<file path="src/rtl/ysyx_23060236_wbu_pkg.sv">
// Shared definitions for the writeback stage: result-source and load funct3 encodings.
package ysyx_23060236_wbu_pkg;

    // Result source select carried with each retiring instruction.
    typedef enum logic [1:0] {
        WB_SEL_ALU  = 2'b00,
        WB_SEL_LOAD = 2'b01,
        WB_SEL_PC4  = 2'b10,
        WB_SEL_CSR  = 2'b11
    } wb_sel_e;

    // Load funct3 encodings (RV32I subset used by RV32E).
    localparam logic [2:0] LOAD_LB  = 3'b000;
    localparam logic [2:0] LOAD_LH  = 3'b001;
    localparam logic [2:0] LOAD_LW  = 3'b010;
    localparam logic [2:0] LOAD_LBU = 3'b100;
    localparam logic [2:0] LOAD_LHU = 3'b101;

endpackage

</file>
<file path="src/rtl/ysyx_23060236_wbu_if.sv">
// Retiring-instruction bundle from EXU/LSU into the writeback stage.
//   master : EXU/LSU side, drives in_* and samples in_ready
//   slave  : WBU side, samples in_* and drives in_ready
interface ysyx_23060236_wbu_if #(
    parameter int ADDR_WIDTH = 4,
    parameter int DATA_WIDTH = 32
);
    logic                  in_valid;
    logic                  in_ready;
    logic [ADDR_WIDTH-1:0] in_rd;
    logic                  in_wen;
    logic [1:0]            in_sel;
    logic [DATA_WIDTH-1:0] in_alu;
    logic [DATA_WIDTH-1:0] in_csr;
    logic [DATA_WIDTH-1:0] in_pc;
    logic [DATA_WIDTH-1:0] in_dnpc;
    logic [DATA_WIDTH-1:0] in_ldata;
    logic [2:0]            in_lfunct;
    logic [1:0]            in_laddr_lo;

    modport master (
        output in_valid, in_rd, in_wen, in_sel, in_alu, in_csr, in_pc, in_dnpc,
               in_ldata, in_lfunct, in_laddr_lo,
        input  in_ready
    );

    modport slave (
        input  in_valid, in_rd, in_wen, in_sel, in_alu, in_csr, in_pc, in_dnpc,
               in_ldata, in_lfunct, in_laddr_lo,
        output in_ready
    );
endinterface

</file>
<file path="src/rtl/ysyx_23060236_load_ext.sv">
// Combinational load align/extend.
//   ldata    : aligned memory word
//   lfunct   : load funct3
//   laddr_lo : byte offset within the word
//   result   : extracted, sign/zero-extended value
module ysyx_23060236_load_ext
    import ysyx_23060236_wbu_pkg::*;
#(
    parameter int DATA_WIDTH = 32
) (
    input  logic [DATA_WIDTH-1:0] ldata,
    input  logic [2:0]            lfunct,
    input  logic [1:0]            laddr_lo,
    output logic [DATA_WIDTH-1:0] result
);
    logic [7:0]  byte_sel;
    logic [15:0] half_sel;

    always_comb begin
        byte_sel = ldata[7:0];
        unique case (laddr_lo)
            2'd0: byte_sel = ldata[7:0];
            2'd1: byte_sel = ldata[15:8];
            2'd2: byte_sel = ldata[23:16];
            2'd3: byte_sel = ldata[31:24];
        endcase
    end

    // Halves are selected by bit 1 only; a misaligned bit 0 is not trapped here.
    assign half_sel = laddr_lo[1] ? ldata[31:16] : ldata[15:0];

    always_comb begin
        result = ldata;
        case (lfunct)
            LOAD_LB:  result = {{(DATA_WIDTH-8){byte_sel[7]}}, byte_sel};
            LOAD_LH:  result = {{(DATA_WIDTH-16){half_sel[15]}}, half_sel};
            LOAD_LW:  result = ldata;
            LOAD_LBU: result = {{(DATA_WIDTH-8){1'b0}}, byte_sel};
            LOAD_LHU: result = {{(DATA_WIDTH-16){1'b0}}, half_sel};
            default:  result = ldata;
        endcase
    end
endmodule

</file>
<file path="src/rtl/ysyx_23060236_wbu.sv">
// Writeback stage: one-entry retire register, result select, RF write port, commit
// handshake to IFU and per-register pending-write scoreboard for IDU.
//   clock, reset      : core clock, synchronous active-high reset
//   io (slave)        : retiring instruction from EXU/LSU
//   iss_valid, iss_rd : IDU issuing an rd-writing instruction
//   busy              : pending-write bit per register, bit 0 tied low
//   rf_*              : register-file write port, written on the fire cycle
//   commit_*          : next-PC handshake to IFU
module ysyx_23060236_wbu
    import ysyx_23060236_wbu_pkg::*;
#(
    parameter int ADDR_WIDTH = 4,
    parameter int DATA_WIDTH = 32
) (
    input  logic                       clock,
    input  logic                       reset,
    ysyx_23060236_wbu_if.slave         io,
    input  logic                       iss_valid,
    input  logic [ADDR_WIDTH-1:0]      iss_rd,
    output logic [2**ADDR_WIDTH-1:0]   busy,
    output logic [DATA_WIDTH-1:0]      rf_wdata,
    output logic [ADDR_WIDTH-1:0]      rf_waddr,
    output logic                       rf_wen,
    output logic                       rf_valid,
    output logic                       commit_valid,
    input  logic                       commit_ready,
    output logic [DATA_WIDTH-1:0]      commit_pc
);
    logic                       full_q, full_d;
    logic [2**ADDR_WIDTH-1:0]   busy_q, busy_d;
    logic [DATA_WIDTH-1:0]      wdata_q;
    logic [ADDR_WIDTH-1:0]      waddr_q;
    logic                       wen_q;
    logic [DATA_WIDTH-1:0]      pc_q;
    logic [DATA_WIDTH-1:0]      load_val;
    logic [DATA_WIDTH-1:0]      result;
    logic                       accept;
    logic                       fire;

    ysyx_23060236_load_ext #(
        .DATA_WIDTH (DATA_WIDTH)
    ) u_load_ext (
        .ldata    (io.in_ldata),
        .lfunct   (io.in_lfunct),
        .laddr_lo (io.in_laddr_lo),
        .result   (load_val)
    );

    always_comb begin
        result = io.in_alu;
        unique case (wb_sel_e'(io.in_sel))
            WB_SEL_ALU:  result = io.in_alu;
            WB_SEL_LOAD: result = load_val;
            WB_SEL_PC4:  result = io.in_pc + DATA_WIDTH'(4);
            WB_SEL_CSR:  result = io.in_csr;
        endcase
    end

    // Gating with reset makes a mid-operation reset suppress the RF write in that cycle.
    assign commit_valid = full_q & ~reset;
    assign fire         = commit_valid & commit_ready;
    assign io.in_ready  = ~full_q | commit_ready;
    assign accept       = io.in_valid & io.in_ready;

    always_comb begin
        full_d = full_q;
        if (accept) begin
            full_d = 1'b1;
        end else if (fire) begin
            full_d = 1'b0;
        end
    end

    // Clear first so a same-cycle set on the same index wins.
    always_comb begin
        busy_d = busy_q;
        if (fire && wen_q) begin
            busy_d[waddr_q] = 1'b0;
        end
        if (iss_valid && (iss_rd != '0)) begin
            busy_d[iss_rd] = 1'b1;
        end
        busy_d[0] = 1'b0;
    end

    always_ff @(posedge clock) begin
        if (reset) begin
            full_q  <= 1'b0;
            busy_q  <= '0;
            wdata_q <= '0;
            waddr_q <= '0;
            wen_q   <= 1'b0;
            pc_q    <= '0;
        end else begin
            full_q <= full_d;
            busy_q <= busy_d;
            if (accept) begin
                wdata_q <= result;
                waddr_q <= io.in_rd;
                wen_q   <= io.in_wen & (io.in_rd != '0);
                pc_q    <= io.in_dnpc;
            end
        end
    end

    assign busy      = busy_q;
    assign rf_wdata  = wdata_q;
    assign rf_waddr  = waddr_q;
    assign rf_wen    = wen_q;
    assign rf_valid  = fire;
    assign commit_pc = pc_q;
endmodule

</file>
<file path="src/flat_wrapper.sv">
// flat-port wrapper written by rule: the top's interface ports become plain ports
module ysyx_23060236_wbu_flat import ysyx_23060236_wbu_pkg::*;
#(
    parameter int ADDR_WIDTH = 4,
    parameter int DATA_WIDTH = 32
)
  (clock, reset, iss_valid, iss_rd, busy, rf_wdata, rf_waddr, rf_wen, rf_valid, commit_valid, commit_ready, commit_pc, io_in_valid, io_in_rd, io_in_wen, io_in_sel, io_in_alu, io_in_csr, io_in_pc, io_in_dnpc, io_in_ldata, io_in_lfunct, io_in_laddr_lo, io_in_ready);
  ysyx_23060236_wbu_if #(.ADDR_WIDTH(ADDR_WIDTH), .DATA_WIDTH(DATA_WIDTH)) io_i ();
  input  logic clock;
  input  logic reset;
  input  logic iss_valid;
  input  logic [ADDR_WIDTH-1:0] iss_rd;
  output logic [2**ADDR_WIDTH-1:0] busy;
  output logic [DATA_WIDTH-1:0] rf_wdata;
  output logic [ADDR_WIDTH-1:0] rf_waddr;
  output logic rf_wen;
  output logic rf_valid;
  output logic commit_valid;
  input  logic commit_ready;
  output logic [DATA_WIDTH-1:0] commit_pc;
  input wire logic [$bits(io_i.in_valid)-1:0] io_in_valid;
  input wire logic [$bits(io_i.in_rd)-1:0] io_in_rd;
  input wire logic [$bits(io_i.in_wen)-1:0] io_in_wen;
  input wire logic [$bits(io_i.in_sel)-1:0] io_in_sel;
  input wire logic [$bits(io_i.in_alu)-1:0] io_in_alu;
  input wire logic [$bits(io_i.in_csr)-1:0] io_in_csr;
  input wire logic [$bits(io_i.in_pc)-1:0] io_in_pc;
  input wire logic [$bits(io_i.in_dnpc)-1:0] io_in_dnpc;
  input wire logic [$bits(io_i.in_ldata)-1:0] io_in_ldata;
  input wire logic [$bits(io_i.in_lfunct)-1:0] io_in_lfunct;
  input wire logic [$bits(io_i.in_laddr_lo)-1:0] io_in_laddr_lo;
  output wire logic [$bits(io_i.in_ready)-1:0] io_in_ready;
  assign io_i.in_valid = io_in_valid;
  assign io_i.in_rd = io_in_rd;
  assign io_i.in_wen = io_in_wen;
  assign io_i.in_sel = io_in_sel;
  assign io_i.in_alu = io_in_alu;
  assign io_i.in_csr = io_in_csr;
  assign io_i.in_pc = io_in_pc;
  assign io_i.in_dnpc = io_in_dnpc;
  assign io_i.in_ldata = io_in_ldata;
  assign io_i.in_lfunct = io_in_lfunct;
  assign io_i.in_laddr_lo = io_in_laddr_lo;
  assign io_in_ready = io_i.in_ready;
  ysyx_23060236_wbu #(.ADDR_WIDTH(ADDR_WIDTH), .DATA_WIDTH(DATA_WIDTH)) u_core (.clock(clock), .reset(reset), .io(io_i), .iss_valid(iss_valid), .iss_rd(iss_rd), .busy(busy), .rf_wdata(rf_wdata), .rf_waddr(rf_waddr), .rf_wen(rf_wen), .rf_valid(rf_valid), .commit_valid(commit_valid), .commit_ready(commit_ready), .commit_pc(commit_pc));
endmodule
</file>
<file path="config.mk">
export PLATFORM = sky130hd
export DESIGN_NAME = ysyx_23060236_wbu_flat
export DESIGN_NICKNAME = d
export VERILOG_FILES = /design/src/rtl/ysyx_23060236_wbu_pkg.sv /design/src/rtl/ysyx_23060236_wbu_if.sv /design/src/rtl/ysyx_23060236_load_ext.sv /design/src/rtl/ysyx_23060236_wbu.sv /design/src/flat_wrapper.sv
export SDC_FILE = /design/constraint.sdc
export NUM_CORES = 1
export LEC_CHECK = 0
export CAP_MARGIN = 20
export CORE_ASPECT_RATIO = 0.8
export CORE_MARGIN = 1
export CORE_UTILIZATION = 37
export CTS_CLUSTER_DIAMETER = 30
export CTS_CLUSTER_SIZE = 8
export DETAILED_ROUTE_END_ITERATION = 16
export PLACE_DENSITY = 0.89
export SETUP_SLACK_MARGIN = 0.1
export SLEW_MARGIN = 10
export SYNTH_ARGS = -nofsm -noshare
export SYNTH_HDL_FRONTEND = slang
export SYNTH_SLANG_ARGS = --single-unit
</file>
<file path="constraint.sdc">
create_clock -name clock -period 2.26 [get_ports clock]
set_input_delay 0.678 -clock clock [delete_from_list [all_inputs] [get_ports clock]]
set_output_delay 0.678 -clock clock [all_outputs]
set_load 0.05 [all_outputs]
</file>
==> impl_metrics.tcl <==
set metrics [dict create \
    synth_nets 902 \
    ys.flop_type "dfxtp_1" \
    synth_top_area_share_pct 32.0 \
    whs_ns 0.451 \
    ir_worst_vdd_v 0.000567 \
    finClkSkew_ns 0.00615 \
    drtIter0Drc 785 \
    power.switching_mw 1.62 \
    final-setup-viol-count 0 \
    cts-buffers-inserted 9 \
    finalCriticalPeriod_ns 2.13 \
    core.rowCount 38 \
    seqCellArea_sq_mm 0.00170 \
    tritoncts "built" \
    rsz0062_at_grt "yes" \
    layout.nets 1255 \
    crit_type "in2reg" \
    clockBufferDepth 2 \
    relSlewSlack_pct 63.6 \
    clk_pin_slew_ns 0.07 \
    antenna_found_initial 0 \
    dr.pass1.iters 6 \
    cts_root_buffer "clkbuf_16" \
    maxCapViolCount 0 \
    crit_fanout 8 \
    p_leak_nw 4.11 \
    ant_nets 0 \
    p_seq_share_pct 33.7 \
    worstMarginPinSlew_ns 0.547 \
    synth_seq_area_share_pct 32.0 \
    ys_seq_elements 85 \
    syn_area_per_cell_sq_um 7.38 \
    hpwl_microns 19000 \
    port_buffers 267 \
    multi_input_comb_area_sq_mm 0.00351 \
    syn_area_sq_mm 0.00531 \
    netlist_top_cells_area "dfxtp_1, nand2_1, a21oi_1, o21ai_0, clkbuf_1" \
    fin_crit_sh_pct 94.1 \
    ys_types 73 \
    async_flop_share_pct 0 \
    grt_max_degree 53 \
    io_pins 269 \
    die_h_microns 109 \
    worstPathArrival_ns 2.37 \
    worst_setup_path_start_kind "input port" \
    power_density_mw_per_mm2 519 \
    antenna_cells 0 \
    die_area_sq_mm 0.0148 \
    dr_total_vias 7167 \
    drv_slew 0 \
    wl_microns 24300 \
    outcome "completed" \
    hold_viol 0 \
    synth_edf_count 0 \
    viasPerCell 5.70 \
    core_area_sq_mm 0.0138 \
    overflow 0 \
    grt_pass1_vias 6721 \
    cts_hold_buf 0 \
    clkLatencyLatePin_ns 0.35 \
    drc 0 \
    synthCells 720 \
    num-fill-cells 1111 \
    max_clock_freq_ghz 0.470 \
    grt_usage_pct 31.7 \
    yosysWarnings 0 \
    grt_pass1_wl_microns 35700 \
    wl_per_cell_microns 19.4 \
    comb_power_share_pct 33.6 \
    required_ns 2.50 \
    hold_path_class "reg2reg" \
    syn_to_final_growth_pct 78.4 \
    tns_ns 0 \
    start_util_pct 38.5 \
    synth_top_area_cell "dfxtp_1" \
    cts_sinks 85 \
    drive_above_1_share_pct 22.6 \
    die_w_microns 136 \
    cp-end-kind "flop" \
    h-tree-depth 3 \
    p_clk_share_pct 32.7 \
    intPower_mw 3.30 \
    gp_congestion 1.01 \
    sw_frac_of_total_pct 33.0 \
]
[sequential cells by signal, indices dropped and copies added (netlist names)]
signal,cells
u_core.rf_wdata,32
u_core.busy,15
u_core.rf_wen,1
u_core.full_q,1
u_core.commit_pc,32
u_core.rf_waddr,4
[power groups by stage]
stage / combinational [mW] / sequential, mW / clock (mW)
global route: 1.74 / 1.67 / 1.70
global placement: 1.61 / 1.68 / 0
floorplan: 0.460 / 1.99 / 0
CTS: 1.61 / 1.65 / 1.63
finish: 1.65 / 1.66 / 1.61
detailed placement: 1.63 / 1.69 / 0
[Yosys cell counts, types with 4 or more instances]
cell         n
nand2_1    150
dfxtp_1     85
a21oi_1     83
o21ai_0     47
clkbuf_1    46
nor2_1      26
nand3_1     19
nand4_1     16
o211ai_1    15
mux2i_1     13
a221oi_1    12
or3_1       12
inv_1       11
nor2b_1     11
nor3_1      11
nor4_1      10
xnor2_1     10
a22o_1       8
o221ai_1     8
a211oi_1     7
a2bb2oi_1    7
buf_2        7
nand2b_1     7
o22ai_1      7
o31a_1       5
a22oi_1      4
and2_1       4
and4_1       4
o221a_2      4
or4_1        4
[cell type report]
| cell class | count | area share [%] |
|---|---|---|
| clock inverter | 7 | 1.03 |
| clock buffer | 9 | 2.38 |
| sequential | 85 | 18.0 |
| inverter | 12 | 0.475 |
| tap | 180 | 2.38 |
| timing repair buffer | 402 | 38.7 |
| multi-input combinational | 563 | 37.1 |
[cell usage in the layout (no fill, tap or decap), drive strengths merged, types with 4 or more instances in the layout]
cell           instances
buf                  164
clkdlybuf4s50        152
nand2                150
dfxtp                 85
a21oi                 83
dlygate4sd2           62
o21ai                 49
nor2                  26
nand3                 19
nand4                 16
o211ai                15
dlymetal6s2s          13
inv                   13
mux2i                 13
clkbuf                13
or3                   12
nor3                  12
a221oi                12
nor4                  12
nor2b                 11
xnor2                 10
a22o                   8
o221ai                 8
a211oi                 8
o31a                   8
a2bb2oi                7
o22ai                  7
clkdlybuf4s15          7
nand2b                 7
and2                   5
and4                   5
a22oi                  4
o221a                  4
or4                    4
[stage by stage]
step	util [%]	power (mW)	std cells	area, sq um	setup slack (ns)
detailed placement	64.8	3.32	1236	8940	-0.541
global route	68.7	5.10	1258	9480	0.0983
global placement	64.8	3.30	1236	8940	-0.527
finish	68.7	4.92	1258	9480	0.133
CTS	67.6	4.89	1257	9320	0.101
floorplan	-	2.45	720	5320	0.0447
[cell families (layout without fill, tap and decap cells)]
group,Yosys count,after routing,synth area share (%)
XOR/XNOR,13,13,2.14
other,1,1,0.0706
AO/OA/AOI/OAI,242,242,29.9
adder cells (fa/ha/maj),1,1,0.236
buffers and inverters,72,430,5.75
flip-flops,85,85,32.0
multiplexers,17,17,3.93
AND/OR/NAND/NOR,289,289,25.9
[critical path, stage by stage]
cell and delay [ns]:
dlygate4sd2_1 0.26, buf_6 0.16, mux2i_2 0.25, mux2i_1 0.10, o22a_1 0.24, mux4_2 0.47
a22o_1 0.21
[layer usage]
layer | wire, microns | GRT usage [%]
met4 | 648 | 12.5
met5 | 0 | 0
met2 | 11500 | 52.6
met3 | 2730 | 8.88
met1 | 9440 | 38.7
[path summary, 6_finish.rpt]
| check | from | endpoint | slack, ns | cells past startpoint |
|---|---|---|---|---|
| max reg2reg | u_core.full_q$_SDFFE_PP0P_ | u_core.busy[15]$_SDFF_PP0_ | 0.67 | 5 |
| min reg2reg | u_core.commit_pc[15]$_SDFFE_PP0P_ | u_core.commit_pc[15]$_SDFFE_PP0P_ | 0.45 | 2 |
| max | io_in_laddr_lo[1] | u_core.rf_wdata[6]$_SDFFE_PP0P_ | 0.13 | 7 |
| min | u_core.commit_pc[15]$_SDFFE_PP0P_ | u_core.commit_pc[15]$_SDFFE_PP0P_ | 0.45 | 2 |
[repair_timing]
item / 4_1_cts / 5_1_grt
gates resized for setup: 95 / 53
setup buffers: 4 / 1
pin swaps: 15 / 7
gates cloned: 1 / 0
endpoints found under the setup margin: 81 / 32
Power figures use the tool's default switching activity.
